### src/rtl/nx_fifo_wr_arb.sv
// Round-robin write-port arbiter sharing one nx_fifo among N_REQ producers.
// Ports: clk, rst_n, clear, req_valid/eop/data in, req_ready out,
//        fifo_full in, fifo_wen/fifo_wdata out, grant_idx, locked out.
module nx_fifo_wr_arb #(
    parameter int N_REQ    = 4,
    parameter int WIDTH    = 263,
    parameter int LOCK_PKT = 1,
    parameter int IDX_W    = (N_REQ > 1) ? $clog2(N_REQ) : 1
) (
    input  logic                   clk,
    input  logic                   rst_n,
    input  logic                   clear,
    input  logic [N_REQ-1:0]       req_valid,
    input  logic [N_REQ-1:0]       req_eop,
    input  logic [N_REQ*WIDTH-1:0] req_data,
    output logic [N_REQ-1:0]       req_ready,
    input  logic                   fifo_full,
    output logic                   fifo_wen,
    output logic [WIDTH-1:0]       fifo_wdata,
    output logic [IDX_W-1:0]       grant_idx,
    output logic                   locked
);

    localparam logic [0:0] S_IDLE = 1'b0;
    localparam logic [0:0] S_LOCK = 1'b1;

    localparam logic [IDX_W-1:0] LAST = IDX_W'(N_REQ - 1);

    logic [0:0]       state;
    logic [IDX_W-1:0] rr_ptr;
    logic [IDX_W-1:0] owner;
    logic [IDX_W-1:0] scan;
    logic [IDX_W-1:0] g;
    logic [IDX_W-1:0] nxt_ptr;
    logic [IDX_W:0]   sum;
    logic             found;
    logic             accept;
    logic             eff_eop;

    // Rotating priority scan starting at rr_ptr; falls back to rr_ptr.
    always_comb begin
        scan  = rr_ptr;
        found = 1'b0;
        sum   = '0;
        for (int k = 0; k < N_REQ; k++) begin
            sum = {1'b0, rr_ptr} + (IDX_W+1)'(k);
            if (sum >= (IDX_W+1)'(N_REQ))
                sum = sum - (IDX_W+1)'(N_REQ);
            if (!found && req_valid[sum[IDX_W-1:0]]) begin
                found = 1'b1;
                scan  = sum[IDX_W-1:0];
            end
        end
    end

    assign g       = (state == S_LOCK) ? owner : scan;
    assign eff_eop = req_eop[g] | (LOCK_PKT == 0);
    assign nxt_ptr = (g == LAST) ? '0 : g + 1'b1;
    assign accept  = req_valid[g] & ~fifo_full & ~clear & rst_n;

    // Outputs are forced low while reset is asserted, without a clock edge.
    assign grant_idx  = rst_n ? g : '0;
    assign locked     = (state == S_LOCK);
    assign fifo_wen   = accept;
    assign fifo_wdata = accept ? req_data[g*WIDTH +: WIDTH] : '0;

    // A locked owner sees ready even with valid low, so it may resume.
    always_comb begin
        req_ready = '0;
        if (rst_n && !fifo_full && !clear &&
            (state == S_LOCK || req_valid[g]))
            req_ready[g] = 1'b1;
    end

    always_ff @(posedge clk or negedge rst_n) begin
        if (!rst_n) begin
            state  <= S_IDLE;
            rr_ptr <= '0;
            owner  <= '0;
        end else if (clear) begin
            state  <= S_IDLE;
            rr_ptr <= '0;
            owner  <= '0;
        end else if (accept) begin
            if (state == S_IDLE) begin
                if (eff_eop) begin
                    rr_ptr <= nxt_ptr;
                end else begin
                    state <= S_LOCK;
                    owner <= g;
                end
            end else if (eff_eop) begin
                state  <= S_IDLE;
                rr_ptr <= nxt_ptr;
            end
        end
    end

`ifndef SYNTHESIS
    always @(posedge clk) begin
        if (rst_n) begin
            assert (!(fifo_wen && fifo_full))
                else $error("wen while fifo_full");
            assert ($onehot0(req_ready))
                else $error("req_ready not onehot0");
        end
    end
`endif

endmodule

### config.mk
export PLATFORM = sky130hd
export DESIGN_NAME = nx_fifo_wr_arb
export DESIGN_NICKNAME = d
export VERILOG_FILES = /design/src/rtl/nx_fifo_wr_arb.sv
export SDC_FILE = /design/constraint.sdc
export NUM_CORES = 1
export LEC_CHECK = 0
export CORE_AREA = 2 2 526 528
export DETAILED_ROUTE_END_ITERATION = 12
export DIE_AREA = 0 0 528 530
export GPL_TIMING_DRIVEN = 0
export PLACE_DENSITY_LB_ADDON = 0.25
export SLEW_MARGIN = 15
export SYNTH_ARGS = -nofsm -noshare
export SYNTH_HDL_FRONTEND = slang
export SYNTH_SLANG_ARGS = --single-unit
### constraint.sdc
create_clock -name clk -period 3.32 [get_ports clk]
set_input_delay 0.332 -clock clk [delete_from_list [all_inputs] [get_ports clk]]
set_output_delay 0.332 -clock clk [all_outputs]
set_load 0.005 [all_outputs]
**Word level (Yosys, flattened, before mapping)**

Index checks and enable logic that the tools add are counted.

- Input bits: 1064
- Flip-flop bits (word level): 5
- Output and inout bits: 271
- Logic and storage cells: 88

- Reduce and logical (&&, ||, !) cells: 17
- Add/sub/neg operators: 8
- Order comparisons: 10
- $mul: 1
- Multiplexer cells: 40
- Equal/unequal tests: 3
- Shifts and indexed selects: 1
- Bitwise logic cells: 5

Operators by type and width:

| operator | number |
|---|---|
| variable part select 1052 x 12 -> 263 bit | 1 |
| two-way mux 263 bit | 1 |
| two-way mux 2 bit | 18 |
| less-than comparator 2 x 3 -> 1 bit (second input constant) | 5 |
| two-way mux 1 bit | 13 |
| binary-select mux 1 bit (select 2 bit) | 6 |
| multiplier 2 x 9 -> 11 bit (second input constant) | 1 |
| greater-or-equal comparator 3 bit (second input constant) | 3 |
| subtractor 2 x 1 -> 2 bit (second input constant) | 4 |
| logical AND 1 bit | 7 |
| adder 2 x 2 -> 3 bit (second input constant) | 2 |
| zero test 1 bit | 5 |
| two-way mux 4 bit | 1 |
| inequality test 2 bit (second input constant) | 2 |
| nonzero test 2 bit | 2 |
| adder 2 x 1 -> 3 bit (second input constant) | 1 |
| AND 1 bit | 3 |
| greater-or-equal comparator 2 x 3 -> 1 bit (second input constant) | 1 |
| AND reduction 3 bit | 1 |
| adder 2 x 1 -> 2 bit (second input constant) | 1 |
| demux 1 bit (select 2 bit) | 1 |
| equality test 2 bit (second input constant) | 1 |
| greater-or-equal comparator 2 x 1 -> 1 bit (second input constant) | 1 |
| NOT 1 bit | 2 |
| other kinds (2) | 2 |

**Longest topological paths before layout**

Gate-level depths: netlist (run 1).

- Word-level depth: 22
- Gate-level depth with buffers: 11
- Depth with buffers taken out: 9

**Least setup slack after synthesis (run 1)**

No wires, ideal clock.

- Kind: register to output
- Start: register rr_ptr[0]
- End: output port fifo_wdata[246]
- Arrival: 2.325 ns
- Setup slack: 0.663 ns
- Cell stages (with the launch flop): 11
- Cell sequence: dfrtp_1 > and2b_1 > nor4b_4 > o32a_2 > or2_1 > buf_4 > inv_4 > buf_6 > buf_6 > mux4_2 > and2_1

- Longest elaborated chain between the ends: 21

RTL lines:

| item | line | RTL |
|---|---|---|
| start, declared | 30 | `logic [IDX_W-1:0] rr_ptr;` |
| start signal, assigned | 87 | `rr_ptr <= nxt_ptr;` |
| start signal, assigned | 94 | `rr_ptr <= nxt_ptr;` |
| branches (longest 13 deep; another with adder 2 x 1 -> 3 bit) | n/a |  |
| two-way mux 2 bit * | 49 | `if (!found && req_valid[sum[IDX_W-1:0]]) begin` |
| two-way mux 2 bit * | 56 | `assign g = (state == S_LOCK) ? owner : scan;` |
| branches (longest 5 deep; another with multiplier 2 x 9 -> 11 bit) | n/a |  |
| two-way mux 263 bit * | 65 | `assign fifo_wdata = accept ? req_data[g*WIDTH +: WIDTH] : '0;` |
| end, declared | 19 | `output logic [WIDTH-1:0] fifo_wdata,` |

Every way passes the cells marked *. The select of a mux whose other input is x is not followed.

**Final worst setup path (run 1)**

- Start: register rr_ptr[0]
- End: output port fifo_wdata[138]

The elaborated chain is that of the path after synthesis.

==> results.sh, run 1 <==
export IMPL_detail_route_wirelength_mm=247.7
export IMPL_synthCells=689
export IMPL_htreeDepth=1
export IMPL_worstSetupPathType="reg2out"
export IMPL_critical_path_top_delay_family="buffers and inverters"
export IMPL_rsz0062_at_grt="true"
export IMPL_place_congestion=0.9003
export IMPL_min_period_ps=3717
export IMPL_num_rows=193
export IMPL_first_global_vias=16070
export IMPL_cp_slowest_stage_delay_ps=640
export IMPL_ys_seq_area_frac=0.01425
export IMPL_start_util=0.03196
export IMPL_dpl_instance_area_sq_um=26680
export IMPL_setup_violations=257
export IMPL_first_pass_iters=5
export IMPL_p_leak_nw=11.55
export IMPL_maxCapViolCount=0
export IMPL_ys_flop_type="dfrtp_1"
export IMPL_syn_area_sq_um=8783
export IMPL_insertion_delay_ps=240
export IMPL_portBuffers=1334
export IMPL_fin_skew_ps=8.416
export IMPL_dp_hpwl_mm=226.5
export IMPL_synth_edff_count=0
export IMPL_die_x_um=528
export IMPL_max_slew_margin_rel=0.6197
export IMPL_die_y_um=530
export IMPL_yosys_warnings=0
export IMPL_root_buffer="clkbuf_16"
export IMPL_final_max_slew_viol_count=0
export IMPL_crit_fanout=6
export IMPL_drive_gt1_frac=0.4730
export IMPL_grt_max_degree=12
export IMPL_yosysUniqueCellTypes=39
export IMPL_fmax_ghz=0.2691
export IMPL_clk_path_buf_depth=2
export IMPL_violations="negative setup slack"
export IMPL_area_growth_pct=262.5
export IMPL_grtUsageTotal=0.1677
export IMPL_tightest_slew_ps=568.6
export IMPL_worstPathBufferInverterCount=8
export IMPL_regArea_sq_um=127.6
export IMPL_hold_viol_final=0
export IMPL_rr_worst_depth=12
export IMPL_antenna_found_initial=411
export IMPL_final_cell_area_sq_um=31840
export IMPL_hp_class="in2async"
export IMPL_worst_slack_ps=-396.7
export IMPL_setup_tns_ps=-44110
export IMPL_ys_async_sr_fraction=1.000
export IMPL_cts_sinks=5
export IMPL_layout_nets=3346
export IMPL_wire_per_inst_um=41.14
export IMPL_p_clk_frac=0.039
export IMPL_multi_input_area_sq_um=8723
export IMPL_final_util=0.1159
export IMPL_post_route_period_util=1.119
export IMPL_p_int_w=0.003396
export IMPL_arrival_ps=3380
export IMPL_drc=0
export IMPL_p_sw_frac=0.3867
export IMPL_p_per_area_nw_per_um2=173.9
export IMPL_worstSetupStartpointType="register"
export IMPL_nFillCells=31290
export IMPL_cts_hold_buf=0
export IMPL_globalRouteOverflowTotal=0
export IMPL_grt_pass1_wl_mm=280.4
export IMPL_p_seq_frac=0.012
export IMPL_cts_inserted_buffers=3
export IMPL_peakVddDrop_v=0.0001081
export IMPL_p_comb_frac=0.949
export IMPL_clkTransAtPathRegs_ps=40
export IMPL_synth_fp_nets=1757
export IMPL_dr_first_iter_drc_count=1361
export IMPL_path_cells="buf_4 -> nor2b_4 -> a2111oi_4 -> o32a_4 -> or2_4 -> buf_12 -> clkinv_16 -> buf_16 -> buf_16 -> buf_6 -> buf_6 -> mux4_2 -> and2_4 -> buf_6"
export IMPL_vias=16840
export IMPL_ys_ff_latch=5
export IMPL_via_per_inst=2.797
export IMPL_cp_data_required_time_ps=2990
export IMPL_cp_end_kind="primary output"
export IMPL_mostFrequentLayoutCell="clkdlybuf4s50_1"
export IMPL_cts_tree="built"
export IMPL_die_area_sq_um=279800
export IMPL_ant_nets=0
export IMPL_p_sw_w=0.002142
export IMPL_slowest_stage="mux4_2"
export IMPL_crit_top_cell="buf_6"
export IMPL_layout_common_cells="clkdlybuf4s50_1, mux4_2, buf_6, and2_4, buf_4"
export IMPL_io_pins=1335
export IMPL_crit_cells=14
export IMPL_status="finished with violations"
export IMPL_synth_area_per_cell_sq_um=12.75
export IMPL_design_core_area_sq_um=274800
## power groups by stage
stage          combinational [W]  sequential, W  clock, W
6_report                 0.00525      0.0000673  0.000215
5_1_grt                  0.00547      0.0000678  0.000224
4_1_cts                  0.00512      0.0000676  0.000219
3_5_place_dp             0.00408      0.0000679         0
3_3_place_gp             0.00408      0.0000681         0
2_1_floorplan            0.00138      0.0000661         0
## cell families after synthesis
family | Yosys count | synth area share
flops | 5 | 0.01425
buf+inv | 95 | 0.06482
compound gates | 21 | 0.02521
simple gates | 295 | 0.2087
fa+ha+maj | 4 | 0.005698
mux | 269 | 0.6813
## cells in the mapped netlist, types with 2 or more instances
library cell,n,area [sq um]
a2111oi_4,2,55.05
clkbuf_1,33,123.9
nor2b_1,3,18.77
buf_6,25,281.5
o41ai_1,2,17.52
nand2_1,8,30.03
o21ai_0,3,15.01
mux4_2,263,5923
inv_2,2,7.510
nand2b_1,2,12.51
buf_1,15,56.30
dfrtp_1,5,125.1
a21oi_1,3,15.01
mux2i_1,5,50.05
and2_1,270,1689
ha_1,4,50.05
inv_1,3,11.26
nor2_1,5,18.77
nor3b_1,2,15.01
buf_2,15,75.07
## per-stage QoR
step / setup slack [ps] / hold WS (ps) / instances / power (W)
final: -396.7 / 464.6 / 6021 / 0.005537
after global routing: -465.0 / 508.8 / 5933 / 0.005761
after CTS: -566.5 / 499.8 / 5818 / 0.005408
after detailed placement: -2909 / 608.2 / 5631 / 0.004150
after global placement: -3579 / 592.6 / 5630 / 0.004153
after floorplan: 663.2 / 36.41 / 689 / 0.001441
## state kept, by name (all words and copies together), names as in the netlist
name    cells
locked      1
owner       2
rr_ptr      2
## path summary, 6_finish.rpt
check                           slack [ps]         endpoint       from
worst max register to register         330        rr_ptr[1]  rr_ptr[0]
min in group clk                       610         owner[0]   owner[0]
worst max-delay path                  -400  fifo_wdata[138]  rr_ptr[0]
worst min register to register         610         owner[0]   owner[0]
max in group asynchronous             2440        rr_ptr[0]      rst_n
worst min-delay path                   460         owner[0]      rst_n
## layer usage
metal	up-vias	wire [um]	track usage
met5	-	1998	0.006154
met4	302	8415	0.04035
met3	630	42590	0.1234
met2	1597	103700	0.2513
met1	8093	90990	0.1874
li1	6216	-	-
## final cells by class
cell class,count,area share
clock buffers,4,0.002475
multi-input cells,589,0.2739
diodes,137,0.01077
repair inverters,1,0.0006287
flip-flops and latches,5,0.004008
well taps,3607,0.1417
inverters,6,0.002043
repair buffers,1595,0.5251
plain buffers,77,0.03933
## what timing repair did
| action | 4_1_cts | 5_1_grt |
|---|---|---|
| resized for setup | 1553 | 442 |
| setup buffers | 166 | 99 |
| setup endpoints to repair | 275 | 268 |
| pin swaps | 120 | 97 |
| cloned | 22 | 6 |
No activity file was read; power rests on OpenSTA's default activity.
==> inputs of run 2 (changes only) <==
--- a/config.mk
+++ b/config.mk
@@ -5,9 +5,9 @@
 export SDC_FILE = /design/constraint.sdc
 export NUM_CORES = 1
 export LEC_CHECK = 0
-export CORE_AREA = 2 2 526 528
+export CORE_AREA = 5 5 514 516
 export DETAILED_ROUTE_END_ITERATION = 12
-export DIE_AREA = 0 0 528 530
+export DIE_AREA = 0 0 519 521
 export GPL_TIMING_DRIVEN = 0
 export PLACE_DENSITY_LB_ADDON = 0.25
 export SLEW_MARGIN = 15
==> results.sh, run 2 (synthesis results as in run 1) <==
export IMPL_hp_class="in2async"
export IMPL_first_pass_iters=5
export IMPL_start_util=0.03394
export IMPL_dp_hpwl_mm=226.2
export IMPL_nFillCells=29480
export IMPL_arrival_ps=3200
export IMPL_drive_gt1_frac=0.4785
export IMPL_cp_end_kind="primary output"
export IMPL_critical_path_top_delay_family="buffers and inverters"
export IMPL_area_growth_pct=258.9
export IMPL_final_cell_area_sq_um=31520
export IMPL_die_area_sq_um=270400
export IMPL_mostFrequentLayoutCell="clkdlybuf4s50_1"
export IMPL_grtUsageTotal=0.1725
export IMPL_die_y_um=521
export IMPL_post_route_period_util=1.065
export IMPL_globalRouteOverflowTotal=0
export IMPL_worstPathBufferInverterCount=8
export IMPL_cp_data_required_time_ps=2990
export IMPL_worstSetupPathType="reg2out"
export IMPL_layout_nets=3370
export IMPL_design_core_area_sq_um=258800
export IMPL_cts_inserted_buffers=3
export IMPL_maxCapViolCount=0
export IMPL_setup_violations=162
export IMPL_final_max_slew_viol_count=0
export IMPL_rsz0062_at_grt="true"
export IMPL_power_w=0.005444
export IMPL_slowest_stage="mux4_2"
export IMPL_die_x_um=519
export IMPL_htreeDepth=1
export IMPL_fin_skew_ps=1.324
export IMPL_num_rows=187
export IMPL_fmax_ghz=0.2828
export IMPL_p_per_area_nw_per_um2=172.7
export IMPL_worst_slack_ps=-216.7
export IMPL_grt_max_degree=12
export IMPL_path_cells="and2b_2 -> nor4b_4 -> o32a_2 -> or2_4 -> buf_12 -> inv_16 -> buf_16 -> buf_16 -> buf_8 -> buf_8 -> buf_12 -> mux4_2 -> and2_4 -> buf_6"
export IMPL_via_per_inst=2.943
export IMPL_violations="negative setup slack"
export IMPL_wire_per_inst_um=42.51
export IMPL_dr_first_iter_drc_count=1349
export IMPL_place_congestion=0.9574
export IMPL_max_slew_margin_rel=0.6518
export IMPL_p_leak_nw=11.77
export IMPL_clk_path_buf_depth=2
export IMPL_worstSetupStartpointType="register"
export IMPL_io_pins=1335
export IMPL_grt_pass1_wl_mm=281.7
export IMPL_clkTransAtPathRegs_ps=30
export IMPL_vias=17060
export IMPL_min_period_ps=3537
export IMPL_first_global_vias=15910
export IMPL_dpl_instance_area_sq_um=26410
export IMPL_tightest_slew_ps=507.8
export IMPL_insertion_delay_ps=220
export IMPL_drc=0
export IMPL_crit_fanout=6
export IMPL_antenna_found_initial=449
export IMPL_portBuffers=1334
export IMPL_cp_slowest_stage_delay_ps=570
export IMPL_layout_common_cells="clkdlybuf4s50_1, buf_6, mux4_2, and2_4, buf_4"
export IMPL_cts_sinks=5
export IMPL_cts_tree="built"
export IMPL_status="finished with violations"
export IMPL_hold_viol_final=0
export IMPL_root_buffer="clkbuf_16"
export IMPL_peakVddDrop_v=0.0002550
export IMPL_detail_route_wirelength_mm=246.5
export IMPL_ant_nets=0
## run 2: report_power, final
group | internal, W | switching, W | total, W
Combinational | 0.00323 | 0.00195 | 0.00518
Sequential | 0.0000638 | 0.00000376 | 0.0000675
Clock | 0.000159 | 0.0000367 | 0.000196
Total | 0.00346 | 0.00199 | 0.00544
## run 2: area by class of cell
type / count / area [sq um] / area share
Buffer: 70 / 1045 / 0.03314
Antenna cell: 96 / 240.2 / 0.007621
Timing Repair Buffer: 1626 / 17030 / 0.5401
Clock buffer: 4 / 78.83 / 0.002501
Multi-Input combinational cell: 589 / 8673 / 0.2751
Inverter: 6 / 55.05 / 0.001746
Sequential cell: 5 / 127.6 / 0.004049
Timing Repair inverter: 1 / 20.02 / 0.0006351
Tap cell: 3402 / 4257 / 0.1350
## run 2: path summary, 6_finish.rpt
kind                       cells after the start              end  startpoint  slack, ps
max reg2reg                                   11         owner[1]   rr_ptr[0]        350
min in group clk                               2         owner[1]    owner[1]        590
min reg2reg                                    2         owner[1]    owner[1]        590
min                                            1           locked       rst_n        390
max                                           14  fifo_wdata[230]   rr_ptr[0]       -220
max in group asynchronous                      1        rr_ptr[0]       rst_n       2650
## run 2: routing by layer
layer  wire (um)  part of all wire  GRT usage
met1       87790              0.36     0.1833
met2      108100              0.44     0.2790
met3       41360              0.17     0.1337
met4        7147             0.029    0.01920
met5        2135            0.0087          0
## run 2: timing repair
item                       in CTS  in global routing
pin swaps                      98                116
buffers inserted              174                144
hold buffers                    0                  0
cloned                         13                  2
resized for setup            1362                681
setup endpoints to repair     274                268
## run 2: stage by stage
| step | utilization | setup TNS (ps) | setup slack (ps) | instances | hold WS [ps] |
|---|---|---|---|---|---|
| 2_1_floorplan | - | 0 | 663.2 | 689 | 36.41 |
| 3_3_place_gp | 0.1020 | -618980 | -3040 | 5425 | 590.6 |
| 3_5_place_dp | 0.1021 | -510640 | -2570 | 5426 | 601.3 |
| 4_1_cts | 0.1148 | -58070 | -435.3 | 5613 | 397.4 |
| 5_1_grt | 0.1211 | -35050 | -360.5 | 5725 | 417.4 |
| 6_report | 0.1218 | -11160 | -216.7 | 5799 | 388.2 |
